File: config.mk
export PLATFORM = sky130hd
export DESIGN_NAME = uart_param_core_flat
export DESIGN_NICKNAME = d
export VERILOG_FILES = /design/src/rtl/uart_param_core_if.sv /design/src/rtl/uart_param_core.sv /design/src/flat_wrapper.sv
export SDC_FILE = /design/constraint.sdc
export NUM_CORES = 1
export LEC_CHECK = 0
export BUFFER_PORTS_ARGS = -buffer_cell sky130_fd_sc_hd__buf_2
export CORE_MARGIN = 4
export CORE_UTILIZATION = 59
export DETAILED_ROUTE_END_ITERATION = 16
export GPL_ROUTABILITY_DRIVEN = 0
export GPL_TIMING_DRIVEN = 1
export PLACE_DENSITY = 0.77
export SYNTH_ARGS = -nofsm -noshare
export SYNTH_HDL_FRONTEND = slang
export SYNTH_SLANG_ARGS = --single-unit
File: constraint.sdc
create_clock -name clk -period 2.19 [get_ports clk]
set_input_delay 0.1095 -clock clk [delete_from_list [all_inputs] [get_ports clk]]
set_output_delay 0.1095 -clock clk [all_outputs]
set_load 0.03 [all_outputs]
File: src/rtl/uart_param_core_if.sv
// Parallel-side bundle for uart_param_core: TX byte handshake plus RX word/strobe/flags.
// The user side takes the master modport and the UART core takes the slave modport.
interface uart_param_core_if #(
    parameter int DATA_BITS = 8
);
    logic [DATA_BITS-1:0] tx_data;
    logic                 tx_valid;
    logic                 tx_ready;
    logic [DATA_BITS-1:0] rx_data;
    logic                 rx_valid;
    logic                 parity_err;
    logic                 frame_err;

    modport master (
        output tx_data, tx_valid,
        input  tx_ready, rx_data, rx_valid, parity_err, frame_err
    );

    modport slave (
        input  tx_data, tx_valid,
        output tx_ready, rx_data, rx_valid, parity_err, frame_err
    );
endinterface

File: src/rtl/uart_param_core.sv
// Parameterised UART with independent TX and RX engines (start, data LSB first, optional parity, 1-2 stops).
// Define UART_PARAM_RX_SYNC_EN to pass RX through a two-flop synchronizer, which adds 2 cycles of RX latency.
module uart_param_core #(
    parameter int CLKS_PER_BIT = 434,
    parameter int DATA_BITS    = 8,
    parameter int PARITY       = 1,
    parameter int STOP_BITS    = 1
) (
    input  logic               clk,
    input  logic               reset,
    uart_param_core_if.slave   bus,
    output logic               TX,
    input  logic               RX
);
    localparam int CW = (CLKS_PER_BIT > 1) ? $clog2(CLKS_PER_BIT) : 1;
    localparam int BW = $clog2(DATA_BITS + 1);
    localparam logic [CW-1:0] CLK_LAST  = CW'(CLKS_PER_BIT - 1);
    localparam logic [CW-1:0] CLK_HALF  = CW'((CLKS_PER_BIT - 1) / 2);
    localparam logic [BW-1:0] BIT_LAST  = BW'(DATA_BITS - 1);
    localparam logic          STOP_LAST = (STOP_BITS == 2);
    localparam bit            HAS_PAR   = (PARITY != 0);

    typedef enum logic [2:0] {
        TX_IDLE, TX_START, TX_DATA, TX_PARITY, TX_STOP
    } tx_state_t;

    typedef enum logic [2:0] {
        RX_IDLE, RX_START, RX_DATA, RX_PARITY, RX_STOP, RX_BREAK
    } rx_state_t;

    // Parity bit that makes the ones-count odd (PARITY=1) or even (PARITY=2).
    function automatic logic parity_bit(input logic [DATA_BITS-1:0] d);
        return (PARITY == 2) ? (^d) : ~(^d);
    endfunction

    function automatic logic parity_error(input logic [DATA_BITS-1:0] d, input logic p);
        if (PARITY == 0) return 1'b0;
        return p != parity_bit(d);
    endfunction

    tx_state_t              tx_state;
    logic [CW-1:0]          tx_clk_cnt;
    logic [BW-1:0]          tx_bit_cnt;
    logic                   tx_stop_cnt;
    logic [DATA_BITS-1:0]   tx_shift;
    logic                   tx_par;
    logic                   tx_line;
    logic                   tx_rdy;
    logic                   tx_bit_end;

    rx_state_t              rx_state;
    logic [CW-1:0]          rx_clk_cnt;
    logic [BW-1:0]          rx_bit_cnt;
    logic                   rx_stop_cnt;
    logic [DATA_BITS-1:0]   rx_shift;
    logic                   rx_par;
    logic                   rx_ferr_acc;
    logic                   rx_in;
    logic                   rx_bit_end;
    logic                   rx_vld;
    logic [DATA_BITS-1:0]   rx_word;
    logic                   rx_perr;
    logic                   rx_ferr;

`ifdef UART_PARAM_RX_SYNC_EN
    logic rx_sync_p0;
    logic rx_sync_p1;

    always_ff @(posedge clk) begin
        if (reset) begin
            rx_sync_p0 <= 1'b1;
            rx_sync_p1 <= 1'b1;
        end else begin
            rx_sync_p0 <= RX;
            rx_sync_p1 <= rx_sync_p0;
        end
    end

    assign rx_in = rx_sync_p1;
`else
    assign rx_in = RX;
`endif

    assign tx_bit_end     = (tx_clk_cnt == CLK_LAST);
    assign rx_bit_end     = (rx_clk_cnt == CLK_LAST);
    assign TX             = tx_line;
    assign bus.tx_ready   = tx_rdy;
    assign bus.rx_valid   = rx_vld;
    assign bus.rx_data    = rx_word;
    assign bus.parity_err = rx_perr;
    assign bus.frame_err  = rx_ferr;

    // Transmitter: tx_data is latched at the handshake so later changes never reach the line.
    always_ff @(posedge clk) begin
        if (reset) begin
            tx_state    <= TX_IDLE;
            tx_line     <= 1'b1;
            tx_rdy      <= 1'b1;
            tx_clk_cnt  <= '0;
            tx_bit_cnt  <= '0;
            tx_stop_cnt <= 1'b0;
        end else begin
            if (tx_state != TX_IDLE)
                tx_clk_cnt <= tx_bit_end ? '0 : tx_clk_cnt + CW'(1);
            case (tx_state)
                TX_IDLE: begin
                    if (bus.tx_valid && tx_rdy) begin
                        tx_shift   <= bus.tx_data;
                        tx_par     <= parity_bit(bus.tx_data);
                        tx_rdy     <= 1'b0;
                        tx_line    <= 1'b0;
                        tx_clk_cnt <= '0;
                        tx_state   <= TX_START;
                    end
                end
                TX_START: begin
                    if (tx_bit_end) begin
                        tx_line    <= tx_shift[0];
                        tx_bit_cnt <= '0;
                        tx_state   <= TX_DATA;
                    end
                end
                TX_DATA: begin
                    if (tx_bit_end) begin
                        if (tx_bit_cnt == BIT_LAST) begin
                            tx_stop_cnt <= 1'b0;
                            if (HAS_PAR) begin
                                tx_line  <= tx_par;
                                tx_state <= TX_PARITY;
                            end else begin
                                tx_line  <= 1'b1;
                                tx_state <= TX_STOP;
                            end
                        end else begin
                            tx_shift   <= tx_shift >> 1;
                            tx_line    <= tx_shift[1];
                            tx_bit_cnt <= tx_bit_cnt + BW'(1);
                        end
                    end
                end
                TX_PARITY: begin
                    if (tx_bit_end) begin
                        tx_line  <= 1'b1;
                        tx_state <= TX_STOP;
                    end
                end
                TX_STOP: begin
                    if (tx_bit_end) begin
                        if (tx_stop_cnt == STOP_LAST) begin
                            tx_rdy   <= 1'b1;
                            tx_state <= TX_IDLE;
                        end else begin
                            tx_stop_cnt <= 1'b1;
                        end
                    end
                end
                default: tx_state <= TX_IDLE;
            endcase
        end
    end

    // Receiver: mid-bit sampling anchored on the start-bit re-check at CLK_HALF.
    always_ff @(posedge clk) begin
        if (reset) begin
            rx_state    <= RX_IDLE;
            rx_clk_cnt  <= '0;
            rx_bit_cnt  <= '0;
            rx_stop_cnt <= 1'b0;
            rx_ferr_acc <= 1'b0;
            rx_vld      <= 1'b0;
            rx_word     <= '0;
            rx_perr     <= 1'b0;
            rx_ferr     <= 1'b0;
        end else begin
            rx_vld <= 1'b0;
            case (rx_state)
                RX_IDLE: begin
                    if (!rx_in) begin
                        rx_clk_cnt <= '0;
                        rx_state   <= RX_START;
                    end
                end
                RX_START: begin
                    if (rx_clk_cnt == CLK_HALF) begin
                        rx_clk_cnt <= '0;
                        rx_bit_cnt <= '0;
                        rx_state   <= rx_in ? RX_IDLE : RX_DATA;
                    end else begin
                        rx_clk_cnt <= rx_clk_cnt + CW'(1);
                    end
                end
                RX_DATA: begin
                    if (rx_bit_end) begin
                        rx_clk_cnt <= '0;
                        rx_shift   <= {rx_in, rx_shift[DATA_BITS-1:1]};
                        if (rx_bit_cnt == BIT_LAST) begin
                            rx_stop_cnt <= 1'b0;
                            rx_ferr_acc <= 1'b0;
                            rx_state    <= HAS_PAR ? RX_PARITY : RX_STOP;
                        end else begin
                            rx_bit_cnt <= rx_bit_cnt + BW'(1);
                        end
                    end else begin
                        rx_clk_cnt <= rx_clk_cnt + CW'(1);
                    end
                end
                RX_PARITY: begin
                    if (rx_bit_end) begin
                        rx_clk_cnt <= '0;
                        rx_par     <= rx_in;
                        rx_state   <= RX_STOP;
                    end else begin
                        rx_clk_cnt <= rx_clk_cnt + CW'(1);
                    end
                end
                RX_STOP: begin
                    if (rx_bit_end) begin
                        rx_clk_cnt <= '0;
                        if (rx_stop_cnt == STOP_LAST) begin
                            rx_vld   <= 1'b1;
                            rx_word  <= rx_shift;
                            rx_perr  <= parity_error(rx_shift, rx_par);
                            rx_ferr  <= rx_ferr_acc | ~rx_in;
                            rx_state <= (rx_ferr_acc | ~rx_in) ? RX_BREAK : RX_IDLE;
                        end else begin
                            rx_stop_cnt <= 1'b1;
                            rx_ferr_acc <= rx_ferr_acc | ~rx_in;
                        end
                    end else begin
                        rx_clk_cnt <= rx_clk_cnt + CW'(1);
                    end
                end
                RX_BREAK: begin
                    if (rx_in) rx_state <= RX_IDLE;
                end
                default: rx_state <= RX_IDLE;
            endcase
        end
    end
endmodule
File: src/flat_wrapper.sv
// flat-port wrapper written by rule: the top's interface ports become plain ports
module uart_param_core_flat 
#(
    parameter int CLKS_PER_BIT = 434,
    parameter int DATA_BITS    = 8,
    parameter int PARITY       = 1,
    parameter int STOP_BITS    = 1
)
  (clk, reset, TX, RX, bus_tx_data, bus_tx_valid, bus_tx_ready, bus_rx_data, bus_rx_valid, bus_parity_err, bus_frame_err);
  uart_param_core_if #(.DATA_BITS(DATA_BITS)) bus_i ();
  input  logic clk;
  input  logic reset;
  output logic TX;
  input  logic RX;
  input wire logic [$bits(bus_i.tx_data)-1:0] bus_tx_data;
  input wire logic [$bits(bus_i.tx_valid)-1:0] bus_tx_valid;
  output wire logic [$bits(bus_i.tx_ready)-1:0] bus_tx_ready;
  output wire logic [$bits(bus_i.rx_data)-1:0] bus_rx_data;
  output wire logic [$bits(bus_i.rx_valid)-1:0] bus_rx_valid;
  output wire logic [$bits(bus_i.parity_err)-1:0] bus_parity_err;
  output wire logic [$bits(bus_i.frame_err)-1:0] bus_frame_err;
  assign bus_i.tx_data = bus_tx_data;
  assign bus_i.tx_valid = bus_tx_valid;
  assign bus_tx_ready = bus_i.tx_ready;
  assign bus_rx_data = bus_i.rx_data;
  assign bus_rx_valid = bus_i.rx_valid;
  assign bus_parity_err = bus_i.parity_err;
  assign bus_frame_err = bus_i.frame_err;
  uart_param_core #(.CLKS_PER_BIT(CLKS_PER_BIT), .DATA_BITS(DATA_BITS), .PARITY(PARITY), .STOP_BITS(STOP_BITS)) u_core (.clk(clk), .reset(reset), .bus(bus_i), .TX(TX), .RX(RX));
endmodule
==> run_results.csv <==
group,metric,value,unit
power,p_sw_share,26.5,%
sta,period_needed,2.00,ns
power,ir_worst_vdd,0.502,mV
hold_path,hp-start,"RX",
logic_synthesis,synthArstFlopShare,0,%
setup_path,worstSetupStartpointType,"flop",
route,first_pass_iters,4,
clock_network,ctsHoldBuffers,0,
floorplan,row_count,26,
clock_network,cts_buffers,9,
final_layout,diodes,0,
final_layout,nNetsFinal,389,
logic_synthesis,ys_top_cells_by_count,"46 x dfxtp_1, 40 x nor2_1, 26 x nand2_1",
clock_network,cts_setup_buffers,0,
power,p_seq_share,45.0,%
global_route,grt_max_degree,37,
power,p_leak,1.32,nW
final_layout,final_cells,445,
clock_network,cts.sink_count,64,
route,ant_nets,0,
hold_path,holdCritPathClass,"in2reg",
final_layout,nFillCells,413,
floorplan,coreArea,0.00517,mm2
sta,rsz0062_at_grt,"no",
route,wire_per_inst,14.4,um
global_route,grt_pass1_vias,2367,
placed_design,place_area,0.00343,mm2
sta,max_freq,500,MHz
placed_design,port_buffers,24,
logic_synthesis,synth.most_common_cell,"dfxtp_1",
power,power.switching,0.000773,W
power,internal_power,0.00214,W
logic_synthesis,synth_area,0.00319,mm2
clock_network,clk_pin_slew_worst_paths,0.08,ns
flow_run,drv_cap,0,
final_layout,seqCellArea,0.00146,mm2
setup_path,cp_max_fo,6,
logic_synthesis,ys_seq_area_share,45.9,%
sta,fin_tns_setup,0,ns
global_route,grt_usage,21.3,%
power,power.density,794,mW/mm2
route,vias_per_cell,5.71,
placed_design,dp_hpwl,4.34,mm
sta,finalSetupViolations,0,
clock_network,cts_buffer_depth,2,
run_status,status,"finished clean",
logic_synthesis,synth.distinct_cells,55,
logic_synthesis,syn_nets,355,
sta,slew_viol_final,0,
setup_path,arrival,2.25,ns
sta,finalHoldViolCount,0,
logic_synthesis,synthCells,336,
sta,skew,0.0115,ns
setup_path,endpoint_kind,"flop",
clock_network,htree_levels,3,
logic_synthesis,syn_area_per_cell,9.48,um2
final_layout,drive_gt1_share,19.2,%
logic_synthesis,synth_area_leader_cell,"dfxtp_1",
floorplan,die_y,81.5,um
final_layout,syn2layout_area_growth,15.2,%
logic_synthesis,synth_edf_count,18,
sta,tightest_slew,0.535,ns
setup_path,reg2reg_depth,6,
final_layout,multi_input_area,0.00164,mm2
floorplan,start_util,61.6,%
global_route,antenna_found_initial,0,
route,drt-initial-drc-count,133,
logic_synthesis,synth.area.top_cells,"dfxtp_1 29%, edfxtp_1 17%, nor2_1 4.7%",
global_route,grt_pass1_wl,10.8,mm
placed_design,dp.cells,429,
setup_path,r2r-start,"u_core.tx_clk_cnt[0]",
sta,fin_ws,0.189,ns
floorplan,dieArea,0.00664,mm2
floorplan,die_w,81.5,um
logic_synthesis,ys_ff_latch,64,
power,p_comb_share,15.0,%
floorplan,pin_count,25,
logic_synthesis,ys.flop_type,"dfxtp_1",
setup_path,criticalPathCategory,"reg2reg",
route,via_count,2539,
final_layout,fin_area,0.00367,mm2
sta,maxSlewHeadroom,64.4,%
power,clkPwrFrac,40.0,%
clock_network,cts-root-buf,"clkbuf_8",
route,drc_errors,0,
setup_path,r2r_slack,0.19,ns
logic_synthesis,yosys.area.top_type_share,28.9,%
clock_network,insertion_delay,0.34,ns
sta,period_share,91.4,%
route,routed_wirelength,6.40,mm
setup_path,crit_required,2.43,ns
setup_path,worstReg2RegEnd,"u_core.tx_state[0]",
hold_path,min_path_cells,1,
placed_design,pre_cts_ws,0.194,ns
global_route,grt_overflow,0,
clock_network,cts_tree,"built",
hold_path,worstHoldEndpoint,"u_core.rx_shift[7]",
logic_synthesis,ys_warn_count,0,
clock_network,post_cts_resize_count,0,
## power by group through the flow
stage | Sequential, W | Combinational, W | Clock [W]
2_1_floorplan | 0.00132 | 0.000313 | 0
3_3_place_gp | 0.00133 | 0.000422 | 0
3_5_place_dp | 0.00134 | 0.000430 | 0
4_1_cts | 0.00131 | 0.000435 | 0.00119
5_1_grt | 0.00132 | 0.000495 | 0.00125
6_report | 0.00131 | 0.000436 | 0.00117
## stage by stage
stage          util, %  total power [W]  hold slack, ns
3_3_place_gp      66.4          0.00176           0.392
5_1_grt           70.9          0.00306          0.0458
6_report          70.9          0.00291          0.0425
3_5_place_dp      66.4          0.00177           0.389
4_1_cts           70.9          0.00294          0.0208
2_1_floorplan        -          0.00163           0.208
## layout make-up
class                      instances  area share [%]
clock buffer                      13            5.22
clock inverter                     3            1.19
inverter                           6           0.614
multi-input combinational        251            44.6
sequential                        64            39.8
tap                               70            2.39
timing repair buffer              38            6.14
## placed cells by master (no fill, tap or decap), types with 12 or more instances in the layout
cell and n:
nor2_1 40, nand3_1 12, edfxtp_1 18, buf_4 14, o21ai_0 16, dfxtp_1 46
xnor2_1 14, buf_2 24, a21oi_1 24, nand2_1 26
## kinds of logic after synthesis
group	after synthesis	share of synthesized area [%]
buffers and inverters	21	2.75
XOR/XNOR	17	4.67
AND/OR/NAND/NOR	139	24.2
AO/OA/AOI/OAI	71	14.1
adder cells (fa/ha/maj)	7	2.75
flip-flops	64	45.9
multiplexers	17	5.65
## worst max-delay path: stages, from the launching register on
cell and delay (ns):
dfxtp_1 0.41, ha_1 0.20, nand4_2 0.14, or4_4 0.50
a211oi_1 0.27, nor2_1 0.08, a2111oi_2 0.31
## worst max-delay path by stage
stage                                    start                  to  slack [ns]  cells past startpoint
after global routing      u_core.tx_clk_cnt[0]  u_core.tx_state[0]        0.05                      6
after CTS                 u_core.tx_clk_cnt[0]  u_core.tx_state[0]        0.18                      6
after global placement    u_core.tx_clk_cnt[0]  u_core.tx_state[0]        0.29                      6
after floorplan            u_core.bus.tx_ready  u_core.tx_shift[0]        0.20                      3
final                     u_core.tx_clk_cnt[0]  u_core.tx_state[0]        0.19                      6
after detailed placement  u_core.tx_clk_cnt[0]  u_core.tx_state[0]        0.19                      6
## routing by layer
layer / wire [um] / global-route usage [%] / vias to the layer above
met5: 0 / 0 / -
met4: 99 / 9.63 / 0
met3: 244 / 5.37 / 9
met2: 2980 / 33.1 / 43
met1: 3070 / 27.9 / 1193
li1: - / - / 1294
## flip-flops by register name, summed over array words and instances, names as in the netlist, 3 cells and up
register and flops:
u_core.tx_bit_cnt 4, u_core.tx_state 3, u_core.bus.rx_data 8, u_core.rx_clk_cnt 9, u_core.rx_state 3, u_core.rx_bit_cnt 4
u_core.rx_shift 8, u_core.tx_shift 8, u_core.tx_clk_cnt 9
Power figures use the tool's default switching activity.
